<file path="config.mk">
export PLATFORM = sky130hd
export DESIGN_NAME = lcd_driver
export DESIGN_NICKNAME = d
export VERILOG_FILES = /design/src/rtl/lcd_driver.sv
export SDC_FILE = /design/constraint.sdc
export NUM_CORES = 1
export LEC_CHECK = 0
export CORE_UTILIZATION = 55
export CTS_CLUSTER_SIZE = 24
export DETAILED_ROUTE_END_ITERATION = 8
export MAX_ROUTING_LAYER = met4
export PLACE_DENSITY = 0.79
export RECOVER_POWER = 100
export SLEW_MARGIN = 15
export SYNTH_ARGS = -nofsm -noshare
export SYNTH_HDL_FRONTEND = slang
export SYNTH_SLANG_ARGS = --single-unit
</file>
<file path="constraint.sdc">
create_clock -name clk -period 2.9 [get_ports clk]
set_input_delay 0.435 -clock clk [delete_from_list [all_inputs] [get_ports clk]]
set_output_delay 0.435 -clock clk [all_outputs]
set_load 0.03 [all_outputs]
</file>
<file path="src/rtl/lcd_driver.sv">
// HD44780 8-bit write-only driver: runs the power-up init sequence itself,
// then performs one timed command/character write per enable_lcd request.
module lcd_driver #(
  parameter int unsigned POWERUP_CYCLES = 750000,
  parameter int unsigned SETUP_CYCLES   = 2,
  parameter int unsigned PULSE_CYCLES   = 25,
  parameter int unsigned EXEC_CYCLES    = 2500,
  parameter int unsigned CLEAR_CYCLES   = 82000,
  parameter int unsigned CNT_W          = 20
) (
  input  logic       clk,
  input  logic       rst,
  input  logic       enable_lcd,
  input  logic [7:0] lcd_in_data,
  input  logic       lcd_in_rs,
  output logic       busy,
  output logic       done,
  output logic       overrun,
  output logic [7:0] lcd_data,
  output logic       lcd_rs,
  output logic       lcd_rw,
  output logic       lcd_e
);

  typedef enum logic [2:0] {
    PWR_WAIT,
    SETUP,
    PULSE,
    HOLD_WAIT,
    IDLE
  } state_t;

  localparam logic [CNT_W-1:0] PWR_LAST = CNT_W'(POWERUP_CYCLES - 1);
  localparam logic [CNT_W-1:0] SET_LAST = CNT_W'(SETUP_CYCLES - 1);
  localparam logic [CNT_W-1:0] PUL_LAST = CNT_W'(PULSE_CYCLES - 1);
  localparam logic [CNT_W-1:0] EXE_LAST = CNT_W'(EXEC_CYCLES - 1);
  localparam logic [CNT_W-1:0] CLR_LAST = CNT_W'(CLEAR_CYCLES - 1);

  state_t           state, state_n;
  logic [CNT_W-1:0] cnt, cnt_n;
  logic [1:0]       idx, idx_n;
  logic             init_active, init_n;
  logic [7:0]       data_n;
  logic             rs_n;
  logic             done_n;
  logic             overrun_n;
  logic             long_wait;
  logic [CNT_W-1:0] wait_last;

  function automatic logic [7:0] init_cmd(input logic [1:0] i);
    logic [7:0] c;
    unique case (i)
      2'd0:    c = 8'h38;
      2'd1:    c = 8'h0C;
      2'd2:    c = 8'h06;
      default: c = 8'h01;
    endcase
    return c;
  endfunction

  assign lcd_rw = 1'b0;

  // Clear (0x01) and return-home (0x02/0x03) need the long execution time.
  assign long_wait = !lcd_rs && (lcd_data[7:2] == 6'd0) && (lcd_data != 8'd0);
  assign wait_last = long_wait ? CLR_LAST : EXE_LAST;

  always_comb begin
    state_n   = state;
    cnt_n     = cnt + CNT_W'(1);
    idx_n     = idx;
    init_n    = init_active;
    data_n    = lcd_data;
    rs_n      = lcd_rs;
    done_n    = 1'b0;
    overrun_n = enable_lcd && busy;
    unique case (state)
      PWR_WAIT: begin
        if (cnt == PWR_LAST) begin
          state_n = SETUP;
          cnt_n   = '0;
          data_n  = init_cmd(idx);
          rs_n    = 1'b0;
        end
      end
      SETUP: begin
        if (cnt == SET_LAST) begin
          state_n = PULSE;
          cnt_n   = '0;
        end
      end
      PULSE: begin
        if (cnt == PUL_LAST) begin
          state_n = HOLD_WAIT;
          cnt_n   = '0;
        end
      end
      HOLD_WAIT: begin
        if (cnt == wait_last) begin
          cnt_n = '0;
          if (!init_active) begin
            state_n = IDLE;
            done_n  = 1'b1;
          end else if (idx == 2'd3) begin
            state_n = IDLE;
            init_n  = 1'b0;
          end else begin
            state_n = SETUP;
            idx_n   = idx + 2'd1;
            data_n  = init_cmd(idx + 2'd1);
            rs_n    = 1'b0;
          end
        end
      end
      IDLE: begin
        cnt_n = '0;
        if (enable_lcd) begin
          state_n = SETUP;
          data_n  = lcd_in_data;
          rs_n    = lcd_in_rs;
        end
      end
      default: begin
        state_n = PWR_WAIT;
        cnt_n   = '0;
      end
    endcase
  end

  // busy and lcd_e are registered from the next state to keep E glitch-free.
  always_ff @(posedge clk) begin
    if (rst) begin
      state       <= PWR_WAIT;
      cnt         <= '0;
      idx         <= 2'd0;
      init_active <= 1'b1;
      lcd_data    <= 8'h00;
      lcd_rs      <= 1'b0;
      done        <= 1'b0;
      overrun     <= 1'b0;
      busy        <= 1'b1;
      lcd_e       <= 1'b0;
    end else begin
      state       <= state_n;
      cnt         <= cnt_n;
      idx         <= idx_n;
      init_active <= init_n;
      lcd_data    <= data_n;
      lcd_rs      <= rs_n;
      done        <= done_n;
      overrun     <= overrun_n;
      busy        <= (state_n != IDLE);
      lcd_e       <= (state_n == PULSE);
    end
  end

endmodule

</file>
==> impl_results.md <==
- Status: complete, no violations
- GR Util met2: 0.422
- Area contributors post-synth: dfxtp_1 (38%), nor2_1 (7.6%), ha_1 (5.4%)
- WL per Instance: 14.1 um
- Num CTS Buffers: 5
- Root buffer cell: clkbuf_8
- Area leader, netlist: dfxtp_1
- DRC errors left: 0
- Most used routing layer: met2
- Vias: ~1800
- Postcts setup bufs: 0
- Post-Place Worst Slack: 618 ps
- Slew @ Worst Pin: between 700 and 800 ps
- Synth Flop Type: dfxtp_1
- Max-slew violations: 0
- GR Layer Usage met1: 0.276
- Power Total: between 1 and 1.5 mW
- Vias in the first global route: 1768
- Max IR drop VDD: ~0.27 mV
- Mapped cell area: approximately 2100 um^2
- First-pass GRT wire length: 7.71 mm
- GRT Overall Usage: 0.251
- Sum Neg Setup Slack: 0 ps
- Async SR Flop Fraction: 0
- Initial antenna violation count: 0
- Starting DRT DRC Count: around 100
- Total wire length: roughly 4.5 mm
- Buf/Inv on CP: 1
- Tcrit/Tclk final: 0.850
- Fin Clk Skew: 11.4 ps
- Final GP Congestion: 0.905
- Post-Synthesis Cells: 254
- Crit path DAT: around 2600 ps
- Startpoint Class: flop
- Period minus WS final: 2460 ps
- Area share of the largest cell type after synthesis: 0.377
- Chip Width: 63.4 um
- PD cells: 435 nW/um^2
- Post-DP HPWL: between 3 and 4 mm
- RSZ-0062 raised after global routing: no
- M3 GR Usage: 0.0598
- Area Growth Syn to Fin: 17.6%
- Largest net degree at the start of global routing: 21
- Most instantiated cells after synthesis: nor2_1 (42), dfxtp_1 (39), a21oi_1 (15), nor3_1 (15), nand2_1 (14)
- Worst Slack Setup Final: 436 ps
- Core area: 3470 um^2
- Final setup vio count: 0
- Synth cell types: 47
- Hold-fix buffers at CTS: 0
- Worst-path clk slew: 70 ps
- Max Cap Viol: 0
- Critical path, cell by cell: nand3b_1, or4_1, nor3b_1, a311o_1, o21ai_0, clkbuf_2, nor2_1
- Number of synthesized flops with an enable pin: 0
- Lkg Pwr: 0.924 nW
- Clock sinks: 39
- CP Max Fanout: 20
- CTS tree: yes
- Clock latency on the worst-skew pair: 300 ps
- H-tree depth: 2
- Worst rel slew slack: 0.480
- Critical Path Max Stage Delay: 450 ps
- Nets@finish: ~300
- Placed insts: 314
- Final Hold Viols: 0
- Ant. Diodes: 0
- Share of layout cells above drive strength 1: 0.0399
- Initial Utilization: 0.597
- Seq cells post-synth: 39
- First drt pass iteration count: 4
- Synth warnings: 0
- Post_cts resized: 0
- Synthesized area per cell: roughly 8.2 um^2
- # IOs: 26
- Final global-route overflow total: 0
- Num rows: 21
- Critical path endpoint category: flop
- Die area: ~4000 um^2
- R2R Setup Slk: 440 ps
- Post-synthesis sequential area ratio: 0.377
- Most frequent cell after synthesis: nor2_1
- Slowest-stage cell, CP: a311o_1
- Via density: 5.74
- I/O Buffers: 24
- Syn_nets: 275
- Required time worst endpoint: a little over 3000 ps
- Final Instance Count excl. Fillers: 322
- Clock buffer depth: 2
- Min-Delay Path Class: reg -> reg
- Number of routed nets with antenna violations: 0
- Crit path max-delay family: simple AND/OR/NAND/NOR gates
- Die H: 63.4 um
- Max Clock Freq: 406 MHz
- Crit Path Class: reg -> reg
## worst reg2reg max path, delay by kind of cell, from the launching register on
family	cells	cell delay, ps
and+or+nand+nor	4	850
AOI/OAI and AO/OA	2	680
DFF	1	440
buffers and inverters	1	380
## final cells by class
type / count / area, um^2
clock buffers: 6 / 82.6
clock inverters: 2 / 35.0
fillers: 316 / 1030
inverters: 9 / 33.8
multi-input cells: 192 / 1180
flip-flops and latches: 39 / 781
well taps: 46 / 57.6
repair buffers: 28 / 260
## state kept, by name, indices dropped and copies added, names as in the netlist
signal / count
lcd_data: 8
init_active: 1
idx: 2
lcd_e: 1
overrun: 1
cnt: 20
lcd_rs: 1
state: 3
done: 1
busy: 1
## metrics by stage
stage	area, um^2	utilization	hold slack (ps)
finish	2430	0.702	437
global route	2430	0.702	483
CTS	2450	0.706	447
detailed placement	2330	0.672	436
global placement	2330	0.672	430
floorplan	2070	-	441
## path summary, 6_finish.rpt
check / from / end / cells past startpoint
worst max-delay path: cnt[16] / cnt[17] / 7
worst min-delay path: busy / overrun / 2
worst max register to register: cnt[16] / cnt[17] / 7
worst min register to register: busy / overrun / 2
## report_power, final
part / internal (mW) / switching, mW
sequential: 0.540 / 0.00416
clock: 0.278 / 0.190
combinational: 0.0232 / 0.0236
total: 0.841 / 0.217
## cells by family after synthesis
family,after synthesis,synth area share
compound gates,43,0.143
xor+xnor,19,0.0804
fa+ha+maj,9,0.0544
buf+inv,23,0.0489
flops,39,0.377
mux,2,0.00967
other cells,1,0.00181
simple gates,118,0.285
## routing by layer
layer	wire (um)	vias up	part of all wire
met2	2250	34	0.49
met4	108	0	0.024
met5	0	-	0
met3	158	12	0.035
li1	-	942	-
met1	2030	859	0.45
## cell usage in the layout (no fill, tap or decap), types with 9 or more instances in the layout
master           count
nor2_1              42
dfxtp_1             39
nor3_1              15
a21oi_1             15
nand2_1             14
dlygate4sd3_1       13
nand3_1             11
xor2_1              11
clkdlybuf4s50_1     11
inv_1                9
ha_1                 9
Power figures use the tool's default switching activity.
==> patch (config.mk and constraints unchanged) <==
`CNT_W`: 20 -> 40.
--- a/src/rtl/lcd_driver.sv
+++ b/src/rtl/lcd_driver.sv
@@ -6,7 +6,7 @@
   parameter int unsigned PULSE_CYCLES   = 25,
   parameter int unsigned EXEC_CYCLES    = 2500,
   parameter int unsigned CLEAR_CYCLES   = 82000,
-  parameter int unsigned CNT_W          = 20
+  parameter int unsigned CNT_W          = 40
 ) (
   input  logic       clk,
   input  logic       rst,
Formal check against the unedited RTL: same outputs for any inputs over 10 cycles, from zero or initial values and one cycle with rst high; that may be too few to reach the edited logic, so the function may still have changed.
==> patch against the unedited design <==
Area after synthesis rose by 59%; sequential power rose by 51%; worst setup slack got worse by 0.13 ns; total power rose by 61%; routed wire length rose by 65%; final area rose by 52%; sequential cell count rose by 20; non-clock buffer count fell by 2; clock power rose by 77%; fmax fell by 5.0%; largest cell class unchanged; largest power group is now clock.
==> patch: results (changes against the unedited design) <==
status complete, no violations (unchanged); biggest regs cnt: 40 flops, lcd_data: 8 flops, state: 3 flops (was cnt: 20 flops, lcd_data: 8 flops, state: 3 flops); Worst-Skew Late Latency 0.35 ns (was 0.30 ns); CP startpoint cnt[0] (was cnt[16]); vias in the first global route 2681 (was 1768); Global Route Usage Sum 26.8% (was 25.1%); met2 wire len 3.51 mm (was 2.25 mm); largest net degree at the start of global routing 27 (was 21); Final #Nets 424 (was 296); post-synthesis net count 404 (was 275); grt met3 use 6.21% (was 5.98%); met1 Resource Use GR 33.3% (was 27.6%); dpl ws 0.412 ns (was 0.618 ns); Int Pwr 1.32 mW (was 841 uW); VDD IR max 0.577 mV (was 0.274 mV); leading post-synthesis cells by cell area dfxtp_1, xor2_1, nand2_1 (was dfxtp_1, nor2_1, ha_1); share of layout cells above drive strength 1 10.5% (was 3.99%); largest fanout on the critical path 8 (was 20); first-pass GRT wire length 12.8 mm (was 7.71 mm); Routed WL 7.51 mm (was 4.54 mm); Setup Skew 0.0108 ns (was 0.0114 ns); initial DRC count 235 (was 103); R2R Setup Slk 0.31 ns (was 0.44 ns); met3 wire length 382 um (was 158 um); Seq/Total Area, Yosys 35.9% (was 37.7%); Inserted Clock Buffers 9 (was 5); Worst Path Arrival 2.87 ns (was 2.63 ns); Placed Cells 464 (was 314); post-synthesis cell count 383 (was 254); Leakage 1.31 nW (was 0.924 nW); biggest cell delay along the critical path 0.65 ns (was 0.45 ns); setup ws final 0.306 ns (was 0.436 ns); dpl cell area 0.00352 mm2 (was 0.00233 mm2); routed vias 2910 (was 1847); # H-tree levels 3 (was 2); Post-DP HPWL 5.18 mm (was 3.31 mm); Total Power 1.70 mW (was 1.06 mW); Least-Margin Pin Slew 0.717 ns (was 0.773 ns); CP max-delay cell or4_1 (was a311o_1); worst hold margin 0.453 ns (was 0.437 ns); vias per cell 6.06 (was 5.74)
patch: cell count changes after synthesis, sizes merged, moves of 6 or more:
cell   change
nand2     +24
dfxtp     +20
nor4      +14
xor2      +11
and3       +7
o22ai      +7
nand3      +6
nand4      +6
patch: area by class of cell:
| cell class | instances | area (um2) |
|---|---|---|
| clock buffer | 9 | 124 |
| clock inverter | 7 | 91.3 |
| fill | 481 | 1940 |
| inverter | 12 | 45.0 |
| multi-input combinational | 295 | 1920 |
| sequential | 59 | 1180 |
| tap | 72 | 90.1 |
| timing repair buffer | 26 | 251 |
patch: cell families (layout without fill, tap and decap cells):
group                      count (synthesis)  in the layout  synth area share, %
AOI/OAI and AO/OA                         51             51                 10.9
xor gates and xnor gates                  35             35                 9.32
adders and majority gates                  9              9                 3.42
buffers and inverters                     29             54                 4.79
DFF                                       59             59                 35.9
muxes                                      4              4                 1.22
other                                      1              1                0.114
and+or+nand+nor                          195            195                 34.3
